===== config.mk =====
export PLATFORM = sky130hd
export DESIGN_NAME = uart_rx_os16_flat
export DESIGN_NICKNAME = d
export VERILOG_FILES = /design/src/rtl/uart_rx_os16_if.sv /design/src/rtl/uart_rx_os16.sv /design/src/flat_wrapper.sv
export SDC_FILE = /design/constraint.sdc
export NUM_CORES = 1
export LEC_CHECK = 0
export BUFFER_PORTS_ARGS = -buffer_cell sky130_fd_sc_hd__buf_2
export CAP_MARGIN = 0
export CORE_MARGIN = 5
export CORE_UTILIZATION = 40
export DETAILED_ROUTE_END_ITERATION = 10
export HOLD_SLACK_MARGIN = 0.05
export REMOVE_ABC_BUFFERS = 1
export SETUP_SLACK_MARGIN = 0.05
export SLEW_MARGIN = 20
export SYNTH_ARGS = -nofsm -noshare
export SYNTH_HDL_FRONTEND = slang
export SYNTH_SLANG_ARGS = --single-unit

===== constraint.sdc =====
create_clock -name clk_50m -period 3 [get_ports clk_50m]
set_input_delay 0.9 -clock clk_50m [delete_from_list [all_inputs] [get_ports clk_50m]]
set_output_delay 0.9 -clock clk_50m [all_outputs]
set_load 0.05 [all_outputs]

===== src/rtl/uart_rx_os16_if.sv =====
// Byte stream from the UART receiver to its consumer: data qualified by valid, with ready backpressure.
interface uart_rx_os16_if #(
    parameter int DATA_BITS = 8
);
    logic [DATA_BITS-1:0] data;
    logic                 valid;
    logic                 ready;

    modport master (
        output data,
        output valid,
        input  ready
    );

    modport slave (
        input  data,
        input  valid,
        output ready
    );
endinterface


===== src/rtl/uart_rx_os16.sv =====
// 16x-oversampling UART receiver: synchronises rx, validates start, majority-votes each bit,
// checks the stop bit and hands bytes to a ready/valid consumer with overrun/framing flags.
module uart_rx_os16 #(
    parameter int DATA_BITS = 8
) (
    input  logic           clk_50m,
    input  logic           rst,
    input  logic           rxclk_en,
    input  logic           rx,
    uart_rx_os16_if.master rx_byte,
    output logic           frame_err,
    output logic           overrun
);

    localparam int               IDX_W       = (DATA_BITS > 1) ? $clog2(DATA_BITS) : 1;
    localparam logic [IDX_W-1:0] LAST_IDX    = IDX_W'(DATA_BITS - 1);
    localparam int               SYNC_STAGES = 2;

    typedef enum logic [2:0] {
        ST_IDLE,
        ST_START,
        ST_DATA,
        ST_STOP,
        ST_BREAK
    } state_t;

    state_t                 state_reg;
    logic [3:0]             cnt_reg;
    logic [IDX_W-1:0]       idx_reg;
    logic [DATA_BITS-1:0]   shift_reg;
    logic [DATA_BITS-1:0]   shift_next;
    logic                   samp7_reg;
    logic                   samp8_reg;
    logic                   vote_reg;
    logic [DATA_BITS-1:0]   data_reg;
    logic                   valid_reg;
    logic                   frame_err_reg;
    logic                   overrun_reg;
    logic [SYNC_STAGES-1:0] sync_reg;

    logic rx_s;
    logic vote_now;
    logic in_frame;
    logic stop_tick;
    logic load;
    logic accept;

    // Two-flop synchroniser; resets to the idle (high) line level so reset never looks like a start bit.
    always_ff @(posedge clk_50m) begin
        if (rst) begin
            sync_reg <= '1;
        end else begin
            sync_reg <= {sync_reg[SYNC_STAGES-2:0], rx};
        end
    end

    assign rx_s = sync_reg[SYNC_STAGES-1];

    // Samples at cnt 7 and 8 are held; the cnt 9 sample is the live line, so the vote resolves on that tick.
    assign vote_now  = (samp7_reg & samp8_reg) | (samp7_reg & rx_s) | (samp8_reg & rx_s);
    assign in_frame  = (state_reg == ST_START) || (state_reg == ST_DATA) || (state_reg == ST_STOP);
    assign stop_tick = rxclk_en && (state_reg == ST_STOP) && (cnt_reg == 4'd9);
    assign load      = stop_tick && vote_now;
    assign accept    = valid_reg && rx_byte.ready;

    // LSB arrives first, so each new bit enters at the MSB and the word slides right.
    genvar gi;
    generate
        for (gi = 0; gi < DATA_BITS - 1; gi++) begin : g_shift
            assign shift_next[gi] = shift_reg[gi+1];
        end
    endgenerate
    assign shift_next[DATA_BITS-1] = vote_reg;

    always_ff @(posedge clk_50m) begin
        if (rst) begin
            state_reg     <= ST_IDLE;
            cnt_reg       <= 4'd0;
            idx_reg       <= '0;
            shift_reg     <= '0;
            samp7_reg     <= 1'b0;
            samp8_reg     <= 1'b0;
            vote_reg      <= 1'b0;
            data_reg      <= '0;
            valid_reg     <= 1'b0;
            frame_err_reg <= 1'b0;
            overrun_reg   <= 1'b0;
        end else begin
            frame_err_reg <= 1'b0;
            overrun_reg   <= 1'b0;

            // Output stage runs every clock; a load coincident with an accept refills without a gap.
            if (load) begin
                if (!valid_reg || accept) begin
                    data_reg  <= shift_reg;
                    valid_reg <= 1'b1;
                end else begin
                    overrun_reg <= 1'b1;
                end
            end else if (accept) begin
                valid_reg <= 1'b0;
            end

            if (rxclk_en) begin
                if (in_frame) begin
                    cnt_reg <= cnt_reg + 4'd1;
                    if (cnt_reg == 4'd7) begin
                        samp7_reg <= rx_s;
                    end
                    if (cnt_reg == 4'd8) begin
                        samp8_reg <= rx_s;
                    end
                end

                unique case (state_reg)
                    ST_IDLE: begin
                        if (!rx_s) begin
                            state_reg <= ST_START;
                            cnt_reg   <= 4'd0;
                        end
                    end

                    ST_START: begin
                        if (cnt_reg == 4'd9 && vote_now) begin
                            state_reg <= ST_IDLE;
                        end else if (cnt_reg == 4'd15) begin
                            state_reg <= ST_DATA;
                            idx_reg   <= '0;
                        end
                    end

                    ST_DATA: begin
                        if (cnt_reg == 4'd9) begin
                            vote_reg <= vote_now;
                        end
                        if (cnt_reg == 4'd15) begin
                            shift_reg <= shift_next;
                            if (idx_reg == LAST_IDX) begin
                                state_reg <= ST_STOP;
                            end else begin
                                idx_reg <= idx_reg + 1'b1;
                            end
                        end
                    end

                    // Decide at mid stop bit so the next start edge can be caught early.
                    ST_STOP: begin
                        if (cnt_reg == 4'd9) begin
                            if (vote_now) begin
                                state_reg <= ST_IDLE;
                            end else begin
                                frame_err_reg <= 1'b1;
                                shift_reg     <= '0;
                                state_reg     <= ST_BREAK;
                            end
                        end
                    end

                    // A held-low line stays here, so a break reports a single framing error.
                    ST_BREAK: begin
                        if (rx_s) begin
                            state_reg <= ST_IDLE;
                        end
                    end

                    default: begin
                        state_reg <= ST_IDLE;
                    end
                endcase
            end
        end
    end

    assign rx_byte.data  = data_reg;
    assign rx_byte.valid = valid_reg;
    assign frame_err     = frame_err_reg;
    assign overrun       = overrun_reg;

endmodule


===== src/flat_wrapper.sv =====
// flat-port wrapper written by rule: the top's interface ports become plain ports
module uart_rx_os16_flat 
#(
    parameter int DATA_BITS = 8
)
  (clk_50m, rst, rxclk_en, rx, frame_err, overrun, rx_byte_data, rx_byte_valid, rx_byte_ready);
  uart_rx_os16_if #(.DATA_BITS(DATA_BITS)) rx_byte_i ();
  input  logic clk_50m;
  input  logic rst;
  input  logic rxclk_en;
  input  logic rx;
  output logic frame_err;
  output logic overrun;
  output wire logic [$bits(rx_byte_i.data)-1:0] rx_byte_data;
  output wire logic [$bits(rx_byte_i.valid)-1:0] rx_byte_valid;
  input wire logic [$bits(rx_byte_i.ready)-1:0] rx_byte_ready;
  assign rx_byte_data = rx_byte_i.data;
  assign rx_byte_valid = rx_byte_i.valid;
  assign rx_byte_i.ready = rx_byte_ready;
  uart_rx_os16 #(.DATA_BITS(DATA_BITS)) u_core (.clk_50m(clk_50m), .rst(rst), .rxclk_en(rxclk_en), .rx(rx), .rx_byte(rx_byte_i), .frame_err(frame_err), .overrun(overrun));
endmodule

==> results of run 1 <==
power breakdown:
group	internal, µW	switching (µW)
registers	457	6.50
clock network	177	144
logic	17.9	27.2
total	652	178
per-layer routing:
metal | track usage (%) | vias to the layer above | wire length [µm]
met5 | 0 | - | 0
met4 | 6.24 | 0 | 58
met3 | 4.65 | 7 | 142
met2 | 20.1 | 20 | 1390
met1 | 15.3 | 597 | 1390
li1 | - | 648 | -
final cells by class:
class | count | area (µm²) | share of cell area (%)
sequential | 34 | 681 | 38.4
timing repair buffer | 16 | 82.6 | 4.66
tap | 50 | 62.6 | 3.53
clock buffer | 6 | 82.6 | 4.66
inverter | 5 | 18.8 | 1.06
multi-input combinational | 126 | 843 | 47.6
per-stage QoR:
step / setup slack [ns] / hold slack [ns] / utilization (%)
final: 0.930 / 0.408 / 44.9
after CTS: 0.971 / 0.411 / 44.9
after floorplan: 1.03 / 0.389 / -
after global placement: 0.737 / 0.397 / 42.8
after detailed placement: 0.671 / 0.394 / 42.8
after global routing: 0.854 / 0.446 / 44.9
kinds of logic (layout without fill, tap and decap cells):
| group | after synthesis | after routing | synth area share (%) |
|---|---|---|---|
| AO/OA/AOI/OAI | 31 | 31 | 14.0 |
| XOR/XNOR | 2 | 2 | 1.09 |
| adder cells (fa/ha/maj) | 6 | 6 | 4.61 |
| buffers and inverters | 14 | 27 | 4.92 |
| flip-flops | 34 | 34 | 42.5 |
| multiplexers | 13 | 13 | 8.27 |
| AND/OR/NAND/NOR | 74 | 74 | 24.7 |
cells in the mapped netlist, types with 2 or more instances:
master / n
a211oi_1: 2
a21oi_1: 9
a22oi_1: 2
and2b_2: 2
and3b_1: 2
buf_6: 3
clkbuf_1: 3
clkbuf_2: 2
dfxtp_1: 34
ha_1: 5
inv_1: 4
mux2_2: 2
mux2i_1: 11
nand2_1: 10
nand2b_1: 2
nand3_1: 19
nand3b_1: 2
nand4_1: 3
nor2_1: 16
nor2b_1: 4
nor3_1: 5
o21ai_0: 7
or2_2: 2
worst max-delay path: cells and delay by family:
family	cells	cell delay, ns
buffers and inverters	1	0.12
AND/OR/NAND/NOR	2	0.86
multiplexers	1	0.36
worst paths after layout:
check,endpoint,startpoint
worst max-delay path,u_core.shift_reg[2],rxclk_en
worst min-delay path,u_core.sync_reg[1],u_core.sync_reg[0]
worst max register to register,u_core.rx_byte.data[2],u_core.state_reg[1]
worst min register to register,u_core.sync_reg[1],u_core.sync_reg[0]
==> results.toml, run 1 <==
[worst_setup_path]
cp-end-kind = "register"
path_cells = "buf_2 -> nor2b_1 -> nand3_2 -> mux2_2"
worstPathArrival_ns = 2.24
critPathRequiredTime_ns = 3.17
worstPathMaxFanout = 8
worst_setup_path_start_kind = "input port"
slowest_delay_ns = 0.50
cpMaxStageDelayCell = "nor2b_1"
reg2reg_depth = 4
rrSetupSlack_ns = 1.15
critPathKind = "input port to register"

[final_layout]
final_cell_mix = "dfxtp_1 (34), nand3_1 (19), nor2_1 (16), buf_2 (15), mux2i_1 (11)"
syn2layout_area_growth_pct = 10.5
final_common_cell = "dfxtp_1"
drive_above_1_share_pct = 18.7
nNetsFinal = 198
final_cell_area_um2 = 1770
fillCellCount = 372
diodes = 0
finalNonFillerCells = 237

[clocking]
cts_setup_buffers = 0
cts_resized = 0
cts_max_level = 2
clk_latency_ns = 0.28
clockRootBuffer = "clkbuf_8"
cts_tree = "yes"
cts_hold_buf = 0
clock-sinks = 34
clk_pin_slew_ns = 0.06
cts-buffers-inserted = 5
ctsLongestPathBuffers = 2

[yosys]
synth_flop_cell = "dfxtp_1"
syn_inst = 174
ys_async_sr_fraction_pct = 0
synth_area_um2 = 1600
synth_edf_count = 0
synth.ff_latch_count = 34
yosys.area.top_type = "dfxtp_1"
synth.area.top_cells = "dfxtp_1 (42%), mux2i_1 (6.9%), nand3_1 (5.9%)"
yosysWarnings = 0
synth_cell_types = 46
synth_seq_area_share_pct = 42.5
avgSynthCellArea_um2 = 9.21
synth_top_cell_area_share_pct = 42.5

[placement]
placed_cells = 231
dpl_cell_area_um2 = 1690
dp_hpwl_mm = 2.19
gp_congestion = 0.826
portBuffers = 15

[outcome]
status = "finished clean"

[drt]
vias_per_cell = 5.37
firstDrtPassIters = 4
route.detailed.drc = 0
drt_wl_total_mm = 2.98
antenna_left = 0
first_iter_violations = 51
num_vias = 1272
routedWlPerCell_um = 12.6

[min_path]
min_path_cells = 1
holdCritPathClass = "register to register"

[global_route]
grt_pass1_wl_mm = 5.30
overflow = 0
grt_pass1_vias = 1204
grt_max_degree = 21
track_usage_pct = 12.7
antenna_found_initial = 0

[sta]
rsz0062_at_grt = "no"
worst_slew_margin_rel_pct = 60.9
setup_violations = 0
hold_viol = 0
clock_skew_ns = 0.00412
fmax_ghz = 0.483
period_share_pct = 69.0
tightestPinTransition_ns = 0.585
tns_ns = 0
finalCriticalPeriod_ns = 2.07
final-max-slew-violation-count = 0

[flow_run]
maxCapViolCount = 0

[floorplanning]
fp.dieW_um = 73.3
core_region_area_um2 = 3940
core.rowCount = 23
start_util_pct = 40.7
io_pins = 16
dieArea_um2 = 5370
dieHeight_um = 73.3

[power_and_ir_drop]
finalPower_uw = 830
peakVddDrop_mv = 0.254
p_leak_uw = 0.000730
power_density_nw_per_um2 = 469
Note: power is estimated with default switching activity, not from simulation.
==> inputs of run 2 (changes only) <==
Clock period 3 ns to 1.9 ns, I/O delays scaled along.
==> results.toml, run 2 (same netlist as run 1, synthesis figures left out) <==
[outcome]
status = "finished clean"

[floorplanning]
dieHeight_um = 73.3
core.rowCount = 23
io_pins = 16
fp.dieW_um = 73.3
start_util_pct = 40.7
dieArea_um2 = 5370
core_region_area_um2 = 3940

[drt]
vias_per_cell = 5.19
routed.top_layer = "met4"
firstDrtPassIters = 4
routedWlPerCell_um = 13.2
num_vias = 1283
route.detailed.drc = 0
wl_met3_um = 159
drt_wl_total_mm = 3.25
wl_met1_mm = 1.53
wl_met2_mm = 1.55
antenna_left = 0
first_iter_violations = 31

[global_route]
antenna_found_initial = 0
track_usage_pct = 13.0
grt_max_degree = 16
grt_pass1_wl_mm = 5.49
grt_pass1_vias = 1243
overflow = 0

[min_path]
holdCritPathClass = "register to register"
min_path_cells = 1
hp-start = "u_core.sync_reg[0]"
holdPathEnd = "u_core.sync_reg[1]"

[clocking]
ctsLongestPathBuffers = 2
clock-sinks = 34
cts-buffers-inserted = 5
clk_pin_slew_ns = 0.07
cts_tree = "yes"
clockRootBuffer = "clkbuf_8"
cts_max_level = 2
cts_hold_buf = 0
clk_latency_ns = 0.29

[worst_setup_path]
reg2reg_depth = 6
worstPathArrival_ns = 1.95
critPathRequiredTime_ns = 2.08
critPathKind = "register to register"
reg2reg_from = "u_core.idx_reg[0]"
rrSetupSlack_ns = 0.13
cp-end-kind = "register"
worstPathMaxFanout = 5
worst_setup_path_start_kind = "register"
r2r-end = "u_core.state_reg[0]"

[sta]
final-max-slew-violation-count = 0
setup_violations = 0
period_share_pct = 93.2
tightestPinTransition_ns = 0.419
worst_slew_margin_rel_pct = 71.3
hold_viol = 0
fmax_ghz = 0.565
hold_ws_ns = 0.417
rsz0062_at_grt = "no"
finalCriticalPeriod_ns = 1.77
tns_ns = 0
clock_skew_ns = 0.00743

[final_layout]
diodes = 0
syn2layout_area_growth_pct = 16.7
fin_util_pct = 47.4
multi_input_area_um2 = 868
fillCellCount = 382
drive_above_1_share_pct = 24.9
final_common_cell = "dfxtp_1"
seqCellArea_um2 = 683
final_cell_mix = "dfxtp_1 (32), nand3_1 (19), nor2_1 (16), buf_2 (15), mux2i_1 (11)"
nNetsFinal = 206

[flow_run]
maxCapViolCount = 0

[power_and_ir_drop]
power_density_nw_per_um2 = 733
peakVddDrop_mv = 0.416
p_leak_uw = 0.000768

[placement]
portBuffers = 15
gp_congestion = 0.839
dp_hpwl_mm = 2.41
[run 2: cell types whose count changed in the layout (fill, tap and decap cells not counted)]
cell	change
ha_4	+2
buf_4	+8
clkinv_2	+1
ha_1	-2
dfxtp_2	+2
clkinvlp_4	+1
dfxtp_1	-2
[run 2: how the worst max path moves through the flow]
| stage | cells after the start | startpoint | slack, ns | end |
|---|---|---|---|---|
| 5_1_grt | 6 | u_core.idx_reg[0] | 0.07 | u_core.state_reg[0] |
| 6_report | 6 | u_core.idx_reg[0] | 0.13 | u_core.state_reg[0] |
| 2_1_floorplan | 3 | rxclk_en | 0.26 | u_core.shift_reg[0] |
| 3_5_place_dp | 6 | u_core.idx_reg[0] | 0.13 | u_core.state_reg[0] |
| 3_3_place_gp | 6 | u_core.idx_reg[0] | 0.18 | u_core.state_reg[0] |
| 4_1_cts | 6 | u_core.idx_reg[0] | 0.13 | u_core.state_reg[0] |
[run 2: report_power, final]
group	switching [µW]	internal, µW	leakage [µW]	total (µW)
clock network	263	291	0.0000472	554
logic	46.5	36.1	0.000445	82.6
registers	13.2	722	0.000276	735
[run 2: metrics by stage]
| stage | std cells | instance area [µm²] | power (µW) | setup slack, ns |
|---|---|---|---|---|
| floorplan | 165 | 1540 | 794 | 0.261 |
| global placement | 238 | 1740 | 822 | 0.178 |
| detailed placement | 238 | 1740 | 826 | 0.132 |
| CTS | 246 | 1840 | 1380 | 0.127 |
| global route | 247 | 1870 | 1420 | 0.0745 |
| finish | 247 | 1870 | 1370 | 0.129 |
[run 2: layer usage]
metal  track usage, %  vias up
met2             21.4       23
met3             3.97        2
met1             15.9      590
li1                 -      668
met4             5.43        0
met5                0        -
[run 2: final cells by class]
type                    count  share of cell area, %
well taps                  50                   3.34
inverters                   5                   1.00
clock inverters             2                  0.669
clock buffers               6                   4.41
flip-flops and latches     34                   36.5
repair buffers             24                   7.63
multi-input cells         126                   46.4
[run 2: what timing repair did]
item                       4_1_cts  5_1_grt
setup buffers                    0        1
setup endpoints to repair        0        1
resized for setup                0        6
[run 2: worst max-delay path, cell delays in order, from the launching register on]
cell and delay, ns:
dfxtp_2 0.37, ha_4 0.15, ha_4 0.12, and2b_2 0.23, o311ai_4 0.35, o311ai_2 0.16
a32o_2 0.28
==> inputs of run 3 (changes only) <==
Settings changed: ABC_AREA from default to 1.
==> results.toml, run 3 <==
[power_and_ir_drop]
p_leak_uw = 0.000841
finalPower_uw = 2220
power_density_nw_per_um2 = 1100
peakVddDrop_mv = 0.483

[min_path]
min_path_cells = 1
holdCritPathClass = "register to register"
holdPathEnd = "u_core.sync_reg[1]"
hp-start = "u_core.sync_reg[0]"

[final_layout]
nNetsFinal = 252
fillCellCount = 436
drive_above_1_share_pct = 29.2
final_common_cell = "nand2_1"
multi_input_area_um2 = 943
syn2layout_area_growth_pct = 15.6
seqCellArea_um2 = 681
final_cell_mix = "nand2_1 (56), dfxtp_1 (34), a21oi_1 (17), nor2_1 (16), buf_2 (15)"
diodes = 0
final_cell_area_um2 = 2010

[clocking]
clk_pin_slew_ns = 0.07
cts_max_level = 2
ctsLongestPathBuffers = 2
cts_tree = "yes"
clk_latency_ns = 0.29
clock-sinks = 34
cts_hold_buf = 0
clockRootBuffer = "clkbuf_8"
cts-buffers-inserted = 5

[drt]
vias_per_cell = 4.88
routedWlPerCell_um = 11.1
drt_wl_total_mm = 3.29
wl_met3_um = 128
wl_met2_mm = 1.51
routed.top_layer = "met4"
first_iter_violations = 116
wl_met1_mm = 1.58
firstDrtPassIters = 4
num_vias = 1441
antenna_left = 0
route.detailed.drc = 0

[floorplanning]
core_region_area_um2 = 4290
dieHeight_um = 75.9
core.rowCount = 24
io_pins = 16
fp.dieW_um = 75.9
dieArea_um2 = 5760
start_util_pct = 40.4

[yosys]
syn_inst = 223
synth_seq_area_share_pct = 39.2
synth_area_um2 = 1740
synth.ff_latch_count = 34
yosys.area.top_type = "dfxtp_1"
synth.area.top_cells = "dfxtp_1 (39%), nand2_1 (12%), a21oi_1 (4.9%)"
synth_top_cell_area_share_pct = 39.2
synth_edf_count = 0
avgSynthCellArea_um2 = 7.79
synth_common_cells = "nand2_1 (56), dfxtp_1 (34), a21oi_1 (17), nor2_1 (17), inv_1 (13)"
yosysMostFrequentCell = "nand2_1"
yosysWarnings = 0
ys_async_sr_fraction_pct = 0
synth_flop_cell = "dfxtp_1"
synth_cell_types = 30

[sta]
rsz0062_at_grt = "no"
fmax_ghz = 0.598
hold_ws_ns = 0.408
hold_viol = 0
tightestPinTransition_ns = 0.484
worst_slew_margin_rel_pct = 67.7
setup_violations = 0
tns_ns = 0
final-max-slew-violation-count = 0
period_share_pct = 88.0
clock_skew_ns = 0.00987
finalCriticalPeriod_ns = 1.67

[placement]
gp_congestion = 0.838
dpl_cell_area_um2 = 1860
portBuffers = 15
dp_hpwl_mm = 2.43

[worst_setup_path]
worstPathMaxFanout = 10
reg2reg_depth = 8
reg2reg_from = "u_core.cnt_reg[0]"
critPathKind = "register to register"
rrSetupSlack_ns = 0.23
worstSetupStartpoint = "u_core.cnt_reg[0]"
r2r-end = "u_core.rx_byte.data[5]"
worstPathArrival_ns = 1.85
critPathRequiredTime_ns = 2.08
worst_setup_path_start_kind = "register"
cp-end-kind = "register"

[global_route]
antenna_found_initial = 0
grt_max_degree = 17
overflow = 0
grt_pass1_vias = 1263
track_usage_pct = 12.6
grt_pass1_wl_mm = 5.56

[outcome]
status = "finished clean"

[flow_run]
maxCapViolCount = 0
run 3: per-layer routing:
metal / up-vias / global-route usage (%)
met2: 23 / 19.5
met1: 637 / 16.3
met3: 9 / 3.30
met5: - / 0
li1: 772 / -
met4: 0 / 5.63
run 3: worst max-delay path by stage:
stage,to,slack (ns),cells after the start
final,u_core.rx_byte.data[5],0.23,8
after global routing,u_core.rx_byte.data[0],0.08,8
after CTS,u_core.rx_byte.data[5],0.20,9
after detailed placement,u_core.rx_byte.data[5],0.16,8
after global placement,u_core.rx_byte.data[1],0.18,8
after floorplan,u_core.shift_reg[0],0.47,7
run 3: cell type report:
| type | instances | area share [%] |
|---|---|---|
| Multi-Input combinational cell | 164 | 47.0 |
| Sequential cell | 34 | 33.9 |
| Timing Repair Buffer | 20 | 5.61 |
| Clock buffer | 6 | 4.11 |
| Tap cell | 52 | 3.24 |
| Inverter | 17 | 3.18 |
| Clock inverter | 2 | 2.99 |
run 3: cell families (layout without fill, tap and decap cells):
| logic type | Yosys count | count (layout) | synth area share (%) |
|---|---|---|---|
| AOI/OAI and AO/OA | 28 | 28 | 10.2 |
| adders and majority gates | 5 | 5 | 3.60 |
| buffers and inverters | 25 | 45 | 6.63 |
| DFF | 34 | 34 | 39.2 |
| muxes | 1 | 1 | 0.576 |
| and+or+nand+nor | 130 | 130 | 39.8 |
run 3: per-stage QoR:
step	util, %	std cells	setup slack [ns]
finish	46.8	295	0.228
global route	46.8	295	0.0815
CTS	46.7	295	0.197
detailed placement	43.4	287	0.164
global placement	43.4	287	0.179
floorplan	-	215	0.469
run 3: what timing repair did:
item,in CTS,in global routing
gates resized for setup,0,1
buffers inserted,0,0
setup endpoints to repair,0,3
run 3: critical path, cell delays in order, from the launching register on:
cell and delay (ns):
dfxtp_1 0.42, ha_1 0.17, nand3_1 0.18, nor2_2 0.18, nand2_1 0.10, inv_2 0.16, nand3_2 0.19, nand2_1 0.11
a21oi_1 0.06
run 3: power by group:
group          total (µW)  switching, µW  leakage, µW  internal, µW
combinational         529            324     0.000495           205
clock                 827            268    0.0000714           560
sequential            863           93.1     0.000275           770
